===== src/rtl/int_sched_pkg.sv =====
// rtl/int_sched_pkg.sv - shared constants for the 8051 interrupt scheduler
// Purpose: scheduler state encoding, source indices, flag bit positions,
//          vector table and the acceptance flag-clear rule.
// Ports:   none (package).
package int_sched_pkg;

  typedef enum logic [1:0] {
    ST_IDLE = 2'd0,
    ST_POLL = 2'd1,
    ST_REQ  = 2'd2
  } state_t;

  // Source indices double as fixed polling order (lower index wins).
  localparam logic [2:0] SRC_IE0 = 3'd0;
  localparam logic [2:0] SRC_TF0 = 3'd1;
  localparam logic [2:0] SRC_IE1 = 3'd2;
  localparam logic [2:0] SRC_TF1 = 3'd3;
  localparam logic [2:0] SRC_SER = 3'd4;

  localparam int FLAG_IE0 = 0;
  localparam int FLAG_TF0 = 1;
  localparam int FLAG_IE1 = 2;
  localparam int FLAG_TF1 = 3;
  localparam int FLAG_SER = 4;

  localparam logic [15:0] VEC_IE0 = 16'h0003;
  localparam logic [15:0] VEC_TF0 = 16'h000B;
  localparam logic [15:0] VEC_IE1 = 16'h0013;
  localparam logic [15:0] VEC_TF1 = 16'h001B;
  localparam logic [15:0] VEC_SER = 16'h0023;

  function automatic logic [15:0] vec_of(input logic [2:0] src);
    case (src)
      SRC_IE0: vec_of = VEC_IE0;
      SRC_TF0: vec_of = VEC_TF0;
      SRC_IE1: vec_of = VEC_IE1;
      SRC_TF1: vec_of = VEC_TF1;
      default: vec_of = VEC_SER;
    endcase
  endfunction

  // Timer flags are always cleared by hardware; external flags only when
  // edge-triggered; the serial flag is left for software to clear.
  function automatic logic [4:0] clr_mask(input logic [2:0] src, input logic [1:0] it_mode);
    clr_mask = '0;
    case (src)
      SRC_IE0: clr_mask[FLAG_IE0] = it_mode[0];
      SRC_TF0: clr_mask[FLAG_TF0] = 1'b1;
      SRC_IE1: clr_mask[FLAG_IE1] = it_mode[1];
      SRC_TF1: clr_mask[FLAG_TF1] = 1'b1;
      SRC_SER: clr_mask[FLAG_SER] = 1'b0;
      default: clr_mask = '0;
    endcase
  endfunction

endpackage


===== src/rtl/int_sched_prio_enc.sv =====
// rtl/int_sched_prio_enc.sv - combinational winner select among pending sources
// Purpose: picks the lowest-index high-priority pending source, else the
//          lowest-index pending source.
// Ports:   pend[4:0] in, ip[4:0] in (1 = high), valid out, index[2:0] out,
//          level out (1 = winner is high priority).
module int_prio_enc (
  input  logic [4:0] pend,
  input  logic [4:0] ip,
  output logic       valid,
  output logic [2:0] index,
  output logic       level
);

  logic [4:0] hi_pend;
  logic [4:0] sel;

  always_comb begin
    hi_pend = pend & ip;
    valid   = |pend;
    level   = |hi_pend;
    sel     = level ? hi_pend : pend;
    index   = 3'd0;
    // Descending scan so the lowest set index is the last assignment.
    for (int i = 4; i >= 0; i--) begin
      if (sel[i]) index = 3'(i);
    end
  end

endmodule


===== src/rtl/int_sched.sv =====
// rtl/int_sched.sv - 8051 interrupt scheduler (sample, arbitrate, request, in-service tracking)
// Purpose: per machine cycle samples enabled interrupt flags, resolves
//          priority/nesting, requests the CPU with a vector, pulses the
//          hardware flag-clear on acceptance and tracks in-service levels.
// Config:  INT_SCHED_PRIORITY_EN defined -> two priority levels from ip;
//          undefined -> ip ignored, everything low priority.
// Ports:   clk, reset (sync, active-low), tick, ie[7:0], ip[7:0], flags[4:0],
//          it_mode[1:0], block, ack, reti -> int_req, vector[15:0], src_id[2:0],
//          clr_flag[4:0], in_svc_hi, in_svc_lo.
module int_sched
  import int_sched_pkg::*;
(
  input  logic        clk,
  input  logic        reset,
  input  logic        tick,
  input  logic [7:0]  ie,
  input  logic [7:0]  ip,
  input  logic [4:0]  flags,
  input  logic [1:0]  it_mode,
  input  logic        block,
  input  logic        ack,
  input  logic        reti,
  output logic        int_req,
  output logic [15:0] vector,
  output logic [2:0]  src_id,
  output logic [4:0]  clr_flag,
  output logic        in_svc_hi,
  output logic        in_svc_lo
);

  state_t     state, state_n;
  logic [4:0] pend;
  logic [4:0] sample;
  logic [4:0] ip_eff;
  logic       win_valid;
  logic [2:0] win_idx;
  logic       win_hi;
  logic       win_lvl_q;
  logic       eligible;
  logic       req_keep;
  logic       accept;
  logic       unused_bits;

`ifdef INT_SCHED_PRIORITY_EN
  assign ip_eff      = ip[4:0];
  assign unused_bits = ^{ip[7:5], ie[6:5]};
`else
  assign ip_eff      = 5'b0;
  assign unused_bits = ^{ip, ie[6:5]};
`endif

  assign sample = flags & ie[4:0] & {5{ie[7]}};

  int_prio_enc u_prio_enc (
    .pend  (pend),
    .ip    (ip_eff),
    .valid (win_valid),
    .index (win_idx),
    .level (win_hi)
  );

  // A high-level winner may preempt low service; nothing preempts high.
  assign eligible = win_valid && !block && !in_svc_hi && (win_hi || !in_svc_lo);
  assign req_keep = ie[7] && ie[src_id];
  assign accept   = (state == ST_REQ) && req_keep && ack;

  always_ff @(posedge clk) begin
    if (!reset) state <= ST_IDLE;
    else        state <= state_n;
  end

  always_comb begin
    state_n = state;
    case (state)
      ST_IDLE: if (tick && (sample != 5'b0)) state_n = ST_POLL;
      ST_POLL: state_n = eligible ? ST_REQ : ST_IDLE;
      ST_REQ:  if (!req_keep || ack) state_n = ST_IDLE;
      default: state_n = ST_IDLE;
    endcase
  end

  always_comb begin
    int_req = (state == ST_REQ);
  end

  always_ff @(posedge clk) begin
    if (!reset) begin
      pend      <= '0;
      vector    <= '0;
      src_id    <= '0;
      win_lvl_q <= 1'b0;
      clr_flag  <= '0;
      in_svc_hi <= 1'b0;
      in_svc_lo <= 1'b0;
    end else begin
      clr_flag <= '0;
      if (state == ST_IDLE && tick) pend <= sample;
      if (state == ST_POLL && eligible) begin
        src_id    <= win_idx;
        vector    <= vec_of(win_idx);
        win_lvl_q <= win_hi;
      end
      if (accept) clr_flag <= clr_mask(src_id, it_mode);
      // RETI retires the innermost level first; a same-cycle acceptance
      // then marks the new level, so set overrides clear.
      if (reti) begin
        if (in_svc_hi) in_svc_hi <= 1'b0;
        else           in_svc_lo <= 1'b0;
      end
      if (accept) begin
        if (win_lvl_q) in_svc_hi <= 1'b1;
        else           in_svc_lo <= 1'b1;
      end
    end
  end

endmodule


===== config.mk =====
export PLATFORM = sky130hd
export DESIGN_NAME = int_sched
export DESIGN_NICKNAME = d
export VERILOG_FILES = /design/src/rtl/int_sched_pkg.sv /design/src/rtl/int_sched_prio_enc.sv /design/src/rtl/int_sched.sv
export SDC_FILE = /design/constraint.sdc
export NUM_CORES = 1
export LEC_CHECK = 0
export CAP_MARGIN = 20
export CORE_ASPECT_RATIO = 1.25
export CORE_UTILIZATION = 44
export CTS_CLUSTER_DIAMETER = 200
export DETAILED_ROUTE_END_ITERATION = 10
export GPL_ROUTABILITY_DRIVEN = 0
export PLACE_DENSITY = 0.87
export SLEW_MARGIN = 20
export SYNTH_ARGS = -nofsm -noshare
export SYNTH_HDL_FRONTEND = slang
export SYNTH_HIERARCHICAL = 1
export SYNTH_SLANG_ARGS = --single-unit

===== constraint.sdc =====
create_clock -name clk -period 3.1 [get_ports clk]
set_input_delay 0.62 -clock clk [delete_from_list [all_inputs] [get_ports clk]]
set_output_delay 0.62 -clock clk [all_outputs]
set_load 0.02 [all_outputs]

==> flow_summary_export.csv <==
group,metric,value,unit
run_status,status,"completed",
placement,place_ws,0.673,ns
power_and_ir_drop,p_leak,0.596,nW
floorplan,die-area,3030,µm²
sta,rsz0062_at_grt,"false",
final_layout,layout-drive-gt1-share,7.91,%
floorplan,rows,21,
clock_network,cts_hold_buf,0,
power_and_ir_drop,ir_worst_vdd,0.250,mV
detailed_routing,num_vias,1093,
power_and_ir_drop,power,0.498,mW
logic_synthesis,syn_avg_cell_area,9.24,µm²
final_layout,nets,207,
critical_path,cp.arrival,1.62,ns
logic_synthesis,synth_top_family_by_area,"simple AND/OR/NAND/NOR gates",
detailed_routing,wl_per_cell,13.5,µm
clock_network,clk_latency,0.31,ns
logic_synthesis,synthArstFlopShare,0,%
clock_network,htreeDepth,1,
logic_synthesis,yosysSeqAreaShare,33.9,%
clock_network,cts_tree,"done",
final_layout,final_cell_mix,"35 x clkdlybuf4s50_1, 22 x conb_1, 21 x dfxtp_1, 11 x nand2_1",
clock_network,path_clk_slew,0.12,ns
detailed_routing,dr.pass1.iters,4,
critical_path,worst-path-buf-inv,1,
logic_synthesis,synthFlopType,"dfxtp_1",
grt,grt_usage,19.1,%
logic_synthesis,synth_simple_gate_area_share,23.2,%
detailed_routing,drc,0,
critical_path,worst_path_dominant_cell_family,"buffers and inverters",
critical_path,endpoint_kind,"primary output",
critical_path,cp-start-kind,"flop",
logic_synthesis,synth_cell_types,44,
final_layout,fill_cells,231,
grt,grt_max_degree,19,
critical_path,path_max_fanout,11,
logic_synthesis,synthAdderAreaFrac,0,%
grt,grt_pass1_vias,999,
critical_path,crit_required,2.48,ns
sta,worst_pin_slew,0.761,ns
final_layout,final_common_cell,"clkdlybuf4s50_1",
sta,period_minus_slack,2.24,ns
grt,antenna_found_initial,0,
sta,period_share,72.4,%
final_layout,multi_input_area,742,µm²
sta,skew,0.00375,ns
placement,io_buffers,35,
detailed_routing,vias_per_cell,5.18,
critical_path,critical-path-max-stage-delay,0.69,ns
floorplan,start_util,46.2,%
floorplan,fp.coreArea,2680,µm²
critical_path,crit_type,"flop to primary output",
clock_network,root_buffer,"clkbuf_4",
floorplan,die_h,61.3,µm
sta,drv_slew,0,
logic_synthesis,synth_top_area_share,33.9,%
sta,max_freq,446,MHz
sta,slew_headroom,49.2,%
grt,grt_pass1_wl,4360,µm
critical_path,crit_chain,"clkdlybuf4s50_1",
run,drv_cap,0,
sta,layout_setup_ws,0.856,ns
clock_network,cts.sinks,21,
logic_synthesis,synth.largest_area_cell,"dfxtp_1",
power_and_ir_drop,power.density,309,nW/µm²
final_layout,seq_area,420,µm²
detailed_routing,final_antenna_net_count,0,
clock_network,ctsResizeCount,0,
sta,setup_viol,0,
critical_path,slowest_stage,"clkdlybuf4s50_1",
final_layout,utilization,60.2,%
logic_synthesis,synth_cells,134,
logic_synthesis,yosys.area_share.xor_xnor,0,%
clock_network,postCtsSetupRepairBufs,0,
logic_synthesis,netlist_top_cells_area,"dfxtp_1 34%, buf_4 7.9%, mux2i_1 4.8%",
logic_synthesis,synth.cell_area,1240,µm²
placement,dpl.hpwl,2240,µm
logic_synthesis,synth-edff-count,0,
clock_network,cts_made_buffers,3,
logic_synthesis,ys_ff_latch,21,
floorplan,die_w,49.5,µm
logic_synthesis,ys_warn_count,6,
floorplan,ios,56,
final_layout,num_antenna_cells,0,
clock_network,clockBufferDepth,2,
logic_synthesis,synth-compound-area-share,23.0,%
sta,timing_hold_violations_final,0,
grt,grt_overflow,0,
detailed_routing,drtIter0Drc,65,
final_layout,area_growth,30.2,%
detailed_routing,routed_wl,2860,µm
min_path,hp-class,"flop to flop",
sta,setup_tns,0,ns
logic_synthesis,synthMuxAreaShare,6.97,%
path summary, 6_finish.rpt:
| path | start | end | slack (ns) | cells past startpoint |
|---|---|---|---|---|
| min reg2reg | win_lvl_q | in_svc_lo | 0.49 | 1 |
| max reg2reg | pend[2] | vector[3] | 1.17 | 6 |
| min | win_lvl_q | in_svc_lo | 0.49 | 1 |
| max | src_id[1] | src_id[1] | 0.86 | 1 |
sequential cells by signal (all words and copies together), names as in the netlist:
signal,flops
clr_flag,4
in_svc_hi,1
in_svc_lo,1
pend,5
src_id,3
state,2
vector,4
win_lvl_q,1
area by class of cell:
| cell class | instances | area share (%) |
|---|---|---|
| Sequential cell | 21 | 26.1 |
| Timing Repair Buffer | 36 | 22.2 |
| Clock buffer | 3 | 1.40 |
| Tap cell | 34 | 2.64 |
| Inverter | 6 | 1.40 |
| Multi-Input combinational cell | 110 | 46.0 |
| Clock inverter | 1 | 0.310 |
power by group:
group | leakage (nW) | internal (mW) | total, mW | switching (mW)
registers | 0.169 | 0.273 | 0.277 | 0.00456
logic | 0.409 | 0.0419 | 0.0871 | 0.0451
clock network | 0.0177 | 0.0482 | 0.134 | 0.0854
metal layers:
metal / share of wire [%] / wire [µm] / global-route usage [%]
met5: 0 / 0 / 0
met4: 2.4 / 68 / 9.80
met3: 3.4 / 96 / 1.73
met2: 55 / 1580 / 35.6
met1: 39 / 1120 / 22.1
stage by stage:
| step | cells | hold slack (ns) | cell area [µm²] |
|---|---|---|---|
| 2_1_floorplan | 155 | 0.434 | 1320 |
| 3_3_place_gp | 207 | 0.442 | 1590 |
| 3_5_place_dp | 207 | 0.465 | 1590 |
| 4_1_cts | 211 | 0.483 | 1610 |
| 5_1_grt | 211 | 0.504 | 1610 |
| 6_report | 211 | 0.488 | 1610 |
kinds of logic (layout without fill, tap and decap cells):
logic type | count (synthesis) | after routing
AOI/OAI and AO/OA | 33 | 33
other | 1 | 22
muxes | 8 | 8
buffers and inverters | 24 | 46
DFF | 21 | 21
and+or+nand+nor | 47 | 47
cells in the mapped netlist, types with 2 or more instances:
library cell   n
dfxtp_1       21
buf_4         13
nand2_1       11
a21boi_0       6
inv_1          6
mux2i_1        6
nor2_1         6
nand3b_1       5
nand4_1        5
nor2b_1        5
a21oi_1        4
a21boi_1       3
nand2b_1       3
a22o_4         2
and2_1         2
buf_6          2
clkbuf_1       2
nor3_1         2
nor3b_1        2
o2111ai_1      2
o21a_1         2
o21ai_0        2
No activity file was read; power rests on OpenSTA's default activity.
